[config.mk]
export PLATFORM = sky130hd
export DESIGN_NAME = bcd_counter_disp
export DESIGN_NICKNAME = d
export VERILOG_FILES = /design/src/rtl/bcd_counter_disp.sv
export SDC_FILE = /design/constraint.sdc
export NUM_CORES = 1
export LEC_CHECK = 0
export ABC_AREA = 1
export BUFFER_PORTS_ARGS = -buffer_cell sky130_fd_sc_hd__buf_4
export CAP_MARGIN = 0
export CORE_MARGIN = 2
export CORE_UTILIZATION = 54
export CTS_CLUSTER_SIZE = 10
export DETAILED_ROUTE_END_ITERATION = 6
export GPL_TIMING_DRIVEN = 0
export HOLD_SLACK_MARGIN = 0.15
export PLACE_DENSITY = 0.9
export SLEW_MARGIN = 20
export SYNTH_ARGS = -nofsm -noshare
export SYNTH_HDL_FRONTEND = slang
export SYNTH_SLANG_ARGS = --single-unit
export TNS_END_PERCENT = 50
[constraint.sdc]
create_clock -name clk -period 2.6 [get_ports clk]
set_clock_uncertainty 0.05 [all_clocks]
set_input_delay 0.78 -clock clk [delete_from_list [all_inputs] [get_ports clk]]
set_output_delay 0.78 -clock clk [all_outputs]
set_load 0.01 [all_outputs]
[src/rtl/bcd_counter_disp.sv]
// bcd_counter_disp
//   Multi-digit BCD up/down counter with tick prescaler, synchronous BCD load,
//   terminal-count pulse and time-multiplexed active-low 7-segment drive.
//
// Parameters
//   DIGITS   : number of BCD digits (1..8)
//   TICK_DIV : clk cycles per count tick (>=1, 1 = every cycle)
//   SCAN_DIV : clk cycles each digit stays selected during display scan (>=1)
//
// Ports
//   clk      : system clock, rising edge
//   rst      : synchronous active-high reset
//   en       : count enable, only meaningful on tick cycles
//   up_down  : 1 = count up, 0 = count down
//   load     : synchronous load strobe (priority over counting)
//   data_in  : BCD load value, nibble k = digit k
//   count    : registered BCD count
//   tc       : one-cycle pulse after a decimal wrap
//   load_err : one-cycle pulse after a rejected (non-BCD) load
//   disp_out : segments a..g ([0:6]), active low, for the selected digit
//   an       : active-low one-hot digit enable
module bcd_counter_disp #(
  parameter int DIGITS   = 4,
  parameter int TICK_DIV = 50_000_000,
  parameter int SCAN_DIV = 50_000
) (
  input  logic                  clk,
  input  logic                  rst,
  input  logic                  en,
  input  logic                  up_down,
  input  logic                  load,
  input  logic [4*DIGITS-1:0]   data_in,
  output logic [4*DIGITS-1:0]   count,
  output logic                  tc,
  output logic                  load_err,
  output logic [0:6]            disp_out,
  output logic [DIGITS-1:0]     an
);

  localparam int PW = (TICK_DIV > 1) ? $clog2(TICK_DIV) : 1;
  localparam int SW = (SCAN_DIV > 1) ? $clog2(SCAN_DIV) : 1;
  localparam int IW = (DIGITS   > 1) ? $clog2(DIGITS)   : 1;

  logic [PW-1:0]       presc;
  logic [PW-1:0]       presc_run;
  logic                tick;
  logic                load_ok;
  logic [4*DIGITS-1:0] cnt_next;
  logic                wrap;
  logic [3:0]          dig;
  logic [SW-1:0]       scan_cnt;
  logic [IW-1:0]       scan_idx;
  logic [3:0]          nib;

  assign tick      = (presc == PW'(TICK_DIV - 1));
  assign presc_run = tick ? '0 : presc + PW'(1);

  // Load is accepted only if every nibble is a legal BCD digit.
  always_comb begin
    load_ok = 1'b1;
    for (int unsigned i = 0; i < DIGITS; i++) begin
      if (data_in[4*i +: 4] > 4'd9) load_ok = 1'b0;
    end
  end

  // Ripple carry/borrow: the carry-in of digit 0 is always set, and the
  // carry that falls out of the top digit is the decimal wrap.
  always_comb begin
    cnt_next = count;
    wrap     = 1'b1;
    dig      = '0;
    for (int unsigned i = 0; i < DIGITS; i++) begin
      dig = count[4*i +: 4];
      if (wrap) begin
        if (up_down) begin
          if (dig >= 4'd9) dig = 4'd0;
          else begin
            dig  = dig + 4'd1;
            wrap = 1'b0;
          end
        end else begin
          if (dig == 4'd0) dig = 4'd9;
          else begin
            dig  = dig - 4'd1;
            wrap = 1'b0;
          end
        end
      end
      cnt_next[4*i +: 4] = dig;
    end
  end

  always_ff @(posedge clk) begin
    if (rst) begin
      count    <= '0;
      presc    <= '0;
      tc       <= 1'b0;
      load_err <= 1'b0;
    end else begin
      tc       <= 1'b0;
      load_err <= 1'b0;
      if (load) begin
        // A rejected load leaves the prescaler running so tick cadence holds;
        // a coincident tick is dropped either way.
        if (load_ok) begin
          count <= data_in;
          presc <= '0;
        end else begin
          load_err <= 1'b1;
          presc    <= presc_run;
        end
      end else begin
        presc <= presc_run;
        if (tick && en) begin
          count <= cnt_next;
          tc    <= wrap;
        end
      end
    end
  end

  // Display scan: index advances each time the scan counter wraps.
  always_ff @(posedge clk) begin
    if (rst) begin
      scan_cnt <= '0;
      scan_idx <= '0;
    end else if (scan_cnt == SW'(SCAN_DIV - 1)) begin
      scan_cnt <= '0;
      scan_idx <= (scan_idx == IW'(DIGITS - 1)) ? '0 : scan_idx + IW'(1);
    end else begin
      scan_cnt <= scan_cnt + SW'(1);
    end
  end

  always_comb begin
    nib = '0;
    for (int unsigned i = 0; i < DIGITS; i++) begin
      if (scan_idx == IW'(i)) nib = count[4*i +: 4];
    end
  end

  assign an = ~(DIGITS'(1) << scan_idx);

  always_comb begin
    case (nib)
      4'd0:    disp_out = 7'b0000001;
      4'd1:    disp_out = 7'b1001111;
      4'd2:    disp_out = 7'b0010010;
      4'd3:    disp_out = 7'b0000110;
      4'd4:    disp_out = 7'b1001100;
      4'd5:    disp_out = 7'b0100100;
      4'd6:    disp_out = 7'b0100000;
      4'd7:    disp_out = 7'b0001111;
      4'd8:    disp_out = 7'b0000000;
      4'd9:    disp_out = 7'b0000100;
      default: disp_out = 7'b1111111;
    endcase
  end

endmodule

# After elaboration in Yosys (flattened, before gate mapping)
# Memory sizes are Yosys's and may differ from the RTL's.
# Index checks and enable logic that the tools add are counted.
[word_totals]
ff_bits = 62
mem_bits_ro = 112
in_bits = 21
output_inout_bits = 29
wordCells = 102
memories = 1
[memory_table]
columns = ["name", "depth", "width", "read_ports", "rd_ports_with_merged_regs", "write_ports", "line", "source"]
rows = [
  ["(name not given)", 16, 7, 1, 0, 0, "145", "case (nib)"],
]
[classes]
add_sub_neg = 11
n_lt_le_gt_ge = 8
eq_ne = 6
shifts = 1
muxes = 45
n_bitwise = 4
reduce_logical = 17
[op_table]
columns = ["operator", "n"]
rows = [
  ["$mux 26", 3],
  ["$mux 4", 19],
  ["$mux 16", 3],
  ["$add 26x1->26 const B", 1],
  ["$eq 26x26->1 const B", 1],
  ["$mux 1", 19],
  ["$add 16x1->16 const B", 1],
  ["$add 4x1->4 const B", 4],
  ["$eq 16x16->1 const B", 1],
  ["$ge 4x4->1 const B", 4],
  ["$gt 4x4->1 const B", 4],
  ["$logic_not 4->1", 4],
  ["$sub 4x1->4 const B", 4],
  ["$reduce_and 3->1", 3],
  ["$reduce_bool 2->1", 4],
  ["$eq 2x2->1 const B", 2],
  ["$not 4->4", 1],
  ["$reduce_or 2->1", 2],
  ["$reduce_or 4->1", 1],
  ["$shl 1x2->4 const A", 1],
  ["$not 1->1", 3],
  ["$add 2x1->2 const B", 1],
  ["$eq 2x1->1 const B", 1],
  ["$logic_not 2->1", 1],
  ["4 further kinds", 4],
]

# Depth between registers and ports, before layout
# Gate-level depths: netlist of run 1.
[logic_depth]
ltp_word = 8
mapped_depth = 14
mapped_depth_nobuf = 14

# Least setup slack after synthesis of run 1
# Ideal clock, no wire load.
[synth_path]
kind = "reg-to-output"
from = "reg scan_idx[1]"
to = "out disp_out[3] (netlist name)"
arrival_time_ps = 1989
required_time_ps = 1770
slack_ps = -219
path_stages_with_launch = 13
n_path_buf = 0
cell_sequence = "dfxtp_1 -> inv_1 -> ha_1 -> inv_1 -> nand2_1 -> o22ai_1 -> nand2_1 -> nand2_1 -> o21ai_0 -> ha_1 -> inv_1 -> o21ai_0 -> o21ai_0"
[synth_via]
elab_chain_cells = 6
word_cells_on_any_way = 9
[synth_rtl]
columns = ["element", "line", "source"]
rows = [
  ["start, declared", "52", "logic [IW-1:0] scan_idx;"],
  ["start signal, assigned", "129", "scan_idx <= (scan_idx == IW'(DIGITS - 1)) ? '0 : scan_idx + IW'(1);"],
  ["$logic_not 2->1", "138", "if (scan_idx == IW'(i)) nib = count[4*i +: 4];"],
  ["$mux 4 (3 in a row)", "138", ""],
  ["$mux 4 (*)", "138", ""],
  ["$mem_v2 16x7 (*)", "n/a", ""],
  ["end, declared", "36", "output logic [0:6] disp_out,"],
]
# Every way passes the cells marked *; elsewhere a longest branch is shown, timed or not.

# Final worst setup path of run 1
[layout_path]
from = "reg scan_idx[1]"
to = "out disp_out[0] (netlist name)"
# Same word-level chain as after synthesis.

==> impl_results.md, run 1 <==
* CTS tree: built
* Initial antenna violation count at 0
* Fillers at 634
* Power Dens Cells at around 420 nW/µm²
* Drt drc at 0
* Most common cell in the netlist: nand2_1
* Antenna Nets Post-Route at 0
* Aggregate global-route resource usage at 0.279
* Pint at 1.60 mW
* Final Hold Viols at 0
* CP Class: flop to primary output
* Fin nets at 769
* Slowest stage cell, crit path: dfxtp_4
* DP Wirelength at 8.32 mm
* CTS Buffer Depth at 2
* Gate power share at 0.159
* Slew HR at 0.650
* Core Box Area at between 7000 and 8000 µm²
* Pre-antenna DRT Iters at 5
* Synth async-reset ratio at 0
* Net Sw Frac at 0.282
* Worst path cell trace: inv_4, ha_4, inv_6, nand2_4, o22ai_2, nand2_1, nand2_2, o21ai_4, buf_4, ha_4, nand2_1, nand2_1, nand2_1, nand2_1, buf_4
* GP Congestion at 1.03
* Initial drt markers at 339
* # Max-Cap Violations at 0
* Syn Inst Count at 652
* IO Port Bufs at 49
* Status: finished, violations left
* Worst Setup Start Kind: flop
* Final slew viol count at 0
* Worst endpoint data arrival time at 2170 ps
* Wirelength, routed at around 12 mm
* Tmin final at 3000 ps
* NetSw at around 0.63 mW
* Crit end category: primary output
* Top_reg_cell synth: dfxtp_1
* Yosys warnings at 0
* RSZ-0062 raised after global routing: true
* Setup-failing EPs final at 7
* Global route overflow at 0
* CP Data Required Time at 1770 ps
* Hold Path Class: flop to flop
* Post-Layout Cell Count at 828
* Share of cells above drive strength 1 at 0.204
* Largest area contributor in the netlist: dfxtp_1
* Die height at 93.3 µm
* Failing checks: negative setup slack
* Synth unique cells at 42
* Synthesized area at 4310 µm²
* Flop-to-flop setup slack at 520 ps
* Avg WL per Cell at approximately 15 µm
* Clock transition at path regs at 70 ps
* Commonest cells post-synth: nand2_1 (140), nor2_1 (98), inv_1 (73)
* Post-DR vias/cell at 5.61
* CP most frequent cell: nand2_1
* Initial Util at 0.557
* Reg2Reg Capture Point: count[13]
* CP max stage delay at ~370 ps
* Number of flops mapped to enable cells by yosys at 0
* Synthesized net count at ~700
* HP Start: scan_cnt[0]
* Seq pwr share at 0.446
* Worst r2r src: count[8]
* Synth Register Bits at 62
* Worst hold endpoint: scan_cnt[0]
* R2r worst-path depth at 13
* Placed Cells at 803
* Synth top area share at 0.288
* H-tree depth at 3
* Hold-fix buffers, CTS at 0
* Clk sinks at 62
* Routed via count at 4641
* Die area at 8710 µm²
* Area Growth Syn to Fin at 22.0%
* Ant. Diodes at 0
* Clock root buffer: clkbuf_8
* TritonCTS Buffers at 9
* Die X at 93.3 µm
* Largest net degree at the start of global routing at 11
* Vias in the first global route at 4393
* Site Rows at 32
* First-pass GRT wire length at 19.5 mm
* Clock latency on the worst-skew pair at 350 ps
* Mean post-synth cell area at approximately 6.6 µm²
* Sequential element share of the synthesized area at 0.288
* Synth top area cells: dfxtp_1 (29%), nand2_1 (12%), nor2_1 (8.5%)
* Worst Max-Slew Pin Slew at 525 ps
* Final Cycle Share at 1.15
* Fmax at between 300 and 400 MHz
* Clk pwr share at 0.395
* Max FO, Critical Path at 6
* Hold path depth at 1
* Ports at 50
* Leakage at 2.42 nW
* Setup_tns at -2480 ps
* Post-route setup slack at -401 ps
* VDD IR max at roughly 260 µV
## through the flow
step / utilization / area [µm²] / hold WS [ps] / power, mW / setup slack (ps)
4_1_cts: 0.668 / 5160 / 409 / 2.22 / -348
5_1_grt: 0.680 / 5260 / 448 / 2.32 / -469
6_report: 0.680 / 5260 / 406 / 2.23 / -401
2_1_floorplan: - / 4320 / 368 / 1.23 / 25.9
3_3_place_gp: 0.623 / 4810 / 379 / 1.33 / -112
3_5_place_dp: 0.623 / 4810 / 394 / 1.34 / -166
## final cells by class
cell class | instances | area, µm² | share of cell area
Timing Repair Buffer | 59 | 443 | 0.0843
Inverter | 80 | 310 | 0.0590
Buffer | 14 | 80.1 | 0.0152
Clock inverter | 3 | 43.8 | 0.00833
Clock buffer | 12 | 155 | 0.0295
Tap cell | 102 | 128 | 0.0243
Sequential cell | 62 | 1250 | 0.238
Multi-Input combinational cell | 496 | 2850 | 0.542
## worst max-delay path by stage
stage	from	endpoint	slack, ps	depth (start not counted)
after detailed placement	scan_idx[1]	disp_out[3]	-170	13
after global routing	scan_idx[1]	disp_out[3]	-470	13
after CTS	scan_idx[1]	disp_out[3]	-350	13
after global placement	scan_idx[1]	disp_out[3]	-110	13
after floorplan	scan_idx[1]	disp_out[3]	30	12
final	scan_idx[1]	disp_out[0]	-400	15
## cells in the final DEF, fill, tap and decap left out, types with 3 or more instances in the layout
master    instances
nand2_1         135
nor2_1           98
inv_1            64
buf_4            62
dfxtp_1          60
nand3_1          55
a21oi_1          23
o21ai_0          22
xor2_1           21
ha_1             19
nor3_1           13
inv_2            13
nand4_1          12
nand2_2          11
o21ai_1          11
clkbuf_8         11
clkbuf_1          7
ha_4              7
nor3b_1           6
o211ai_1          6
nor2_2            5
xnor2_1           5
nand2_4           4
buf_2             4
a31oi_1           4
o22ai_1           4
nor4_1            3
a211oi_1          3
nor3_2            3
or2_2             3
nor2_4            3
## cell families (layout without fill, tap and decap cells)
| kind of cell | after synthesis | in the layout | synth area share |
|---|---|---|---|
| and+or+nand+nor | 361 | 361 | 0.388 |
| buffers and inverters | 94 | 168 | 0.0883 |
| AOI/OAI and AO/OA | 83 | 83 | 0.107 |
| DFF | 62 | 62 | 0.288 |
| adders and majority gates | 26 | 26 | 0.0755 |
| xor gates and xnor gates | 26 | 26 | 0.0529 |
## power groups by stage
| stage | logic, mW | clock network, mW | registers (mW) |
|---|---|---|---|
| finish | 0.353 | 0.880 | 0.994 |
| global route | 0.389 | 0.932 | 0.997 |
| CTS | 0.336 | 0.890 | 0.995 |
| detailed placement | 0.326 | 0 | 1.02 |
| global placement | 0.319 | 0 | 1.02 |
| floorplan | 0.210 | 0 | 1.01 |
## metal layers
metal	global-route usage	part of all wire
met2	0.488	0.50
met1	0.319	0.39
met3	0.0620	0.068
met5	0	0
met4	0.134	0.042
## critical path: cells and delay by family, from the launching register on
kind	cells	cell delay (ps)
adders and majority gates	2	330
AOI/OAI and AO/OA	2	210
and+or+nand+nor	7	490
buffers and inverters	4	430
DFF	1	370
## state kept, by name, indices dropped and copies added (netlist names)
register / flops
count: 16
load_err: 1
scan_idx: 2
scan_cnt: 16
presc: 26
tc: 1
## timing repair
item / CTS / global route
gates cloned: 0 / 0
pin swaps: 12 / 15
buffers inserted: 6 / 4
endpoints found under the setup margin: 7 / 7
resized for setup: 29 / 16
No activity file was read; power rests on OpenSTA's default activity.
==> run 2, diff against run 1 <==
--- a/config.mk
+++ b/config.mk
@@ -8,11 +8,10 @@
 export ABC_AREA = 1
 export BUFFER_PORTS_ARGS = -buffer_cell sky130_fd_sc_hd__buf_4
 export CAP_MARGIN = 0
-export CORE_MARGIN = 2
+export CORE_MARGIN = 4
 export CORE_UTILIZATION = 54
 export CTS_CLUSTER_SIZE = 10
 export DETAILED_ROUTE_END_ITERATION = 6
-export GPL_TIMING_DRIVEN = 0
 export HOLD_SLACK_MARGIN = 0.15
 export PLACE_DENSITY = 0.9
 export SLEW_MARGIN = 20
==> run 2 against run 1 <==
Against the previous run: the run still ends with negative setup slack left; power up 10%; routed wire length is 2.5% higher; first-iteration DRC count increased by 12%; sequential share of layout area shrank 0.61 points; fmax grew 0.45%; sequential cell count unchanged; combinational power rose by 3%; clock power increased by 25%; register-to-register slack got worse by 70 ps; worst hold slack better by 16 ps; critical endpoint is now disp_out[5]; largest cell class unchanged.
==> impl_results.md, run 2 (synthesis results as in run 1) <==
* Drt drc at 0
* Dpl cell area at 4860 µm²
* Largest register FFs at 26
* Die area at 9470 µm²
* Clock transition at path regs at 70 ps
* CP Data Required Time at 1770 ps
* Power Dens Cells at 456 nW/µm²
* H-tree depth at 3
* Crit end category: primary output
* Reg area at 1250 µm²
* Commonest non-fill, non-tap cell in the layout: nand2_1
* Slew HR at 0.651
* Final Cycle Share at 1.15
* Ant. Diodes at 0
* Worst slack at placement at -106 ps
* Leakage at 2.49 nW
* Post-route setup slack at -388 ps
* Initial antenna violation count at 0
* RSZ-0062 raised after global routing: true
* Failing checks: negative setup slack
* Total power draw at 2.46 mW
* Share of cells above drive strength 1 at 0.222
* Site Rows at 32
* CTS tree: built
* Worst Setup Start Kind: flop
* Antenna Nets Post-Route at 0
* Clk sinks at 62
* Ports at 50
* Initial Util at 0.557
* Hold-fix buffers, CTS at 0
* Aggregate global-route resource usage at 0.252
* Top reg by flops: presc
* CP Class: flop to primary output
* Top flop regs: presc x26, count x16, scan_cnt x16
* Max FO, Critical Path at 7
* Post-DR vias/cell at 5.58
* IO Port Bufs at 49
* Largest net degree at the start of global routing at 24
* Routed via count at about 4700
* Die height at 97.3 µm
* Design Area, Final at 5390 µm²
* Avg WL per Cell at 14.7 µm
* Worst Max-Slew Pin Slew at 522 ps
* Final Util at 0.698
* Global route overflow at 0
* VDD IR max at 257 µV
* Worst endpoint data arrival time at 2160 ps
* First-pass GRT wire length at just over 20 mm
* Clock root buffer: clkbuf_8
* Setup_tns at -2440 ps
* Clock latency on the worst-skew pair at 350 ps
* Tmin final at 2990 ps
* Most frequent cells in the layout: nand2_1 (136), nor2_1 (97), buf_4 (78), inv_1 (66), dfxtp_1 (60)
* Hold Path Class: flop to flop
* Pre-antenna DRT Iters at 5
* DP Wirelength at 8.25 mm
* Area Growth Syn to Fin at 25.2%
* Vias in the first global route at about 4400
* Post-Layout Cell Count at ~840
* Final Hold Viols at 0
* CTS Buffer Depth at 2
* Core Box Area at between 7000 and 8000 µm²
* Fin nets at 776
* Die X at slightly below 100 µm
* Final slew viol count at 0
* Initial drt markers at 379
* Placed Cells at 806
* Wirelength, routed at 12.3 mm
* GP Congestion at 0.945
* Final hold slack at between 400 and 500 ps
* Setup-failing EPs final at 7
* TritonCTS Buffers at 9
* # Max-Cap Violations at 0
* Status: finished, violations left
* Fmax at 335 MHz
* Fillers at 585
* Area taken by multi-input logic gates at 2840 µm²
==> run 2: repair_timing <==
item / CTS / global route
resized for setup: 29 / 17
gates cloned: 0 / 0
setup endpoints to repair: 7 / 7
pin swaps: 11 / 12
setup buffers: 11 / 3
==> run 2: layout make-up <==
cell class	instances	share of cell area
Clock buffer	11	0.0281
Clock inverter	5	0.0193
Inverter	80	0.0582
Multi-Input combinational cell	496	0.526
Sequential cell	62	0.232
Tap cell	102	0.0237
Timing Repair Buffer	80	0.113
==> run 2: critical path: stages, from the launching register on <==
cell and delay, ps:
dfxtp_4 370, buf_6 120, ha_4 180, clkinvlp_4 180, o21ai_4 250, buf_4 160
inv_4 40, ha_4 160, nor2_2 120, o21ai_1 80, buf_4 150
==> run 2: final timing paths <==
path	startpoint	endpoint	slack, ps	depth (start not counted)
max	scan_idx[1]	disp_out[5]	-390	10
min	scan_cnt[0]	scan_cnt[0]	420	1
max reg2reg	count[0]	count[6]	450	10
min reg2reg	scan_cnt[0]	scan_cnt[0]	420	1
==> run 2: power breakdown <==
group          switching, mW  internal [mW]
logic                  0.212          0.149
clock network          0.411          0.691
registers             0.0269          0.967
total                  0.650           1.81
==> run 2: routing by layer <==
layer  track usage  part of all wire
met5             0                 0
met4         0.114             0.040
met3        0.0452             0.059
met2         0.448              0.50
met1         0.292              0.40
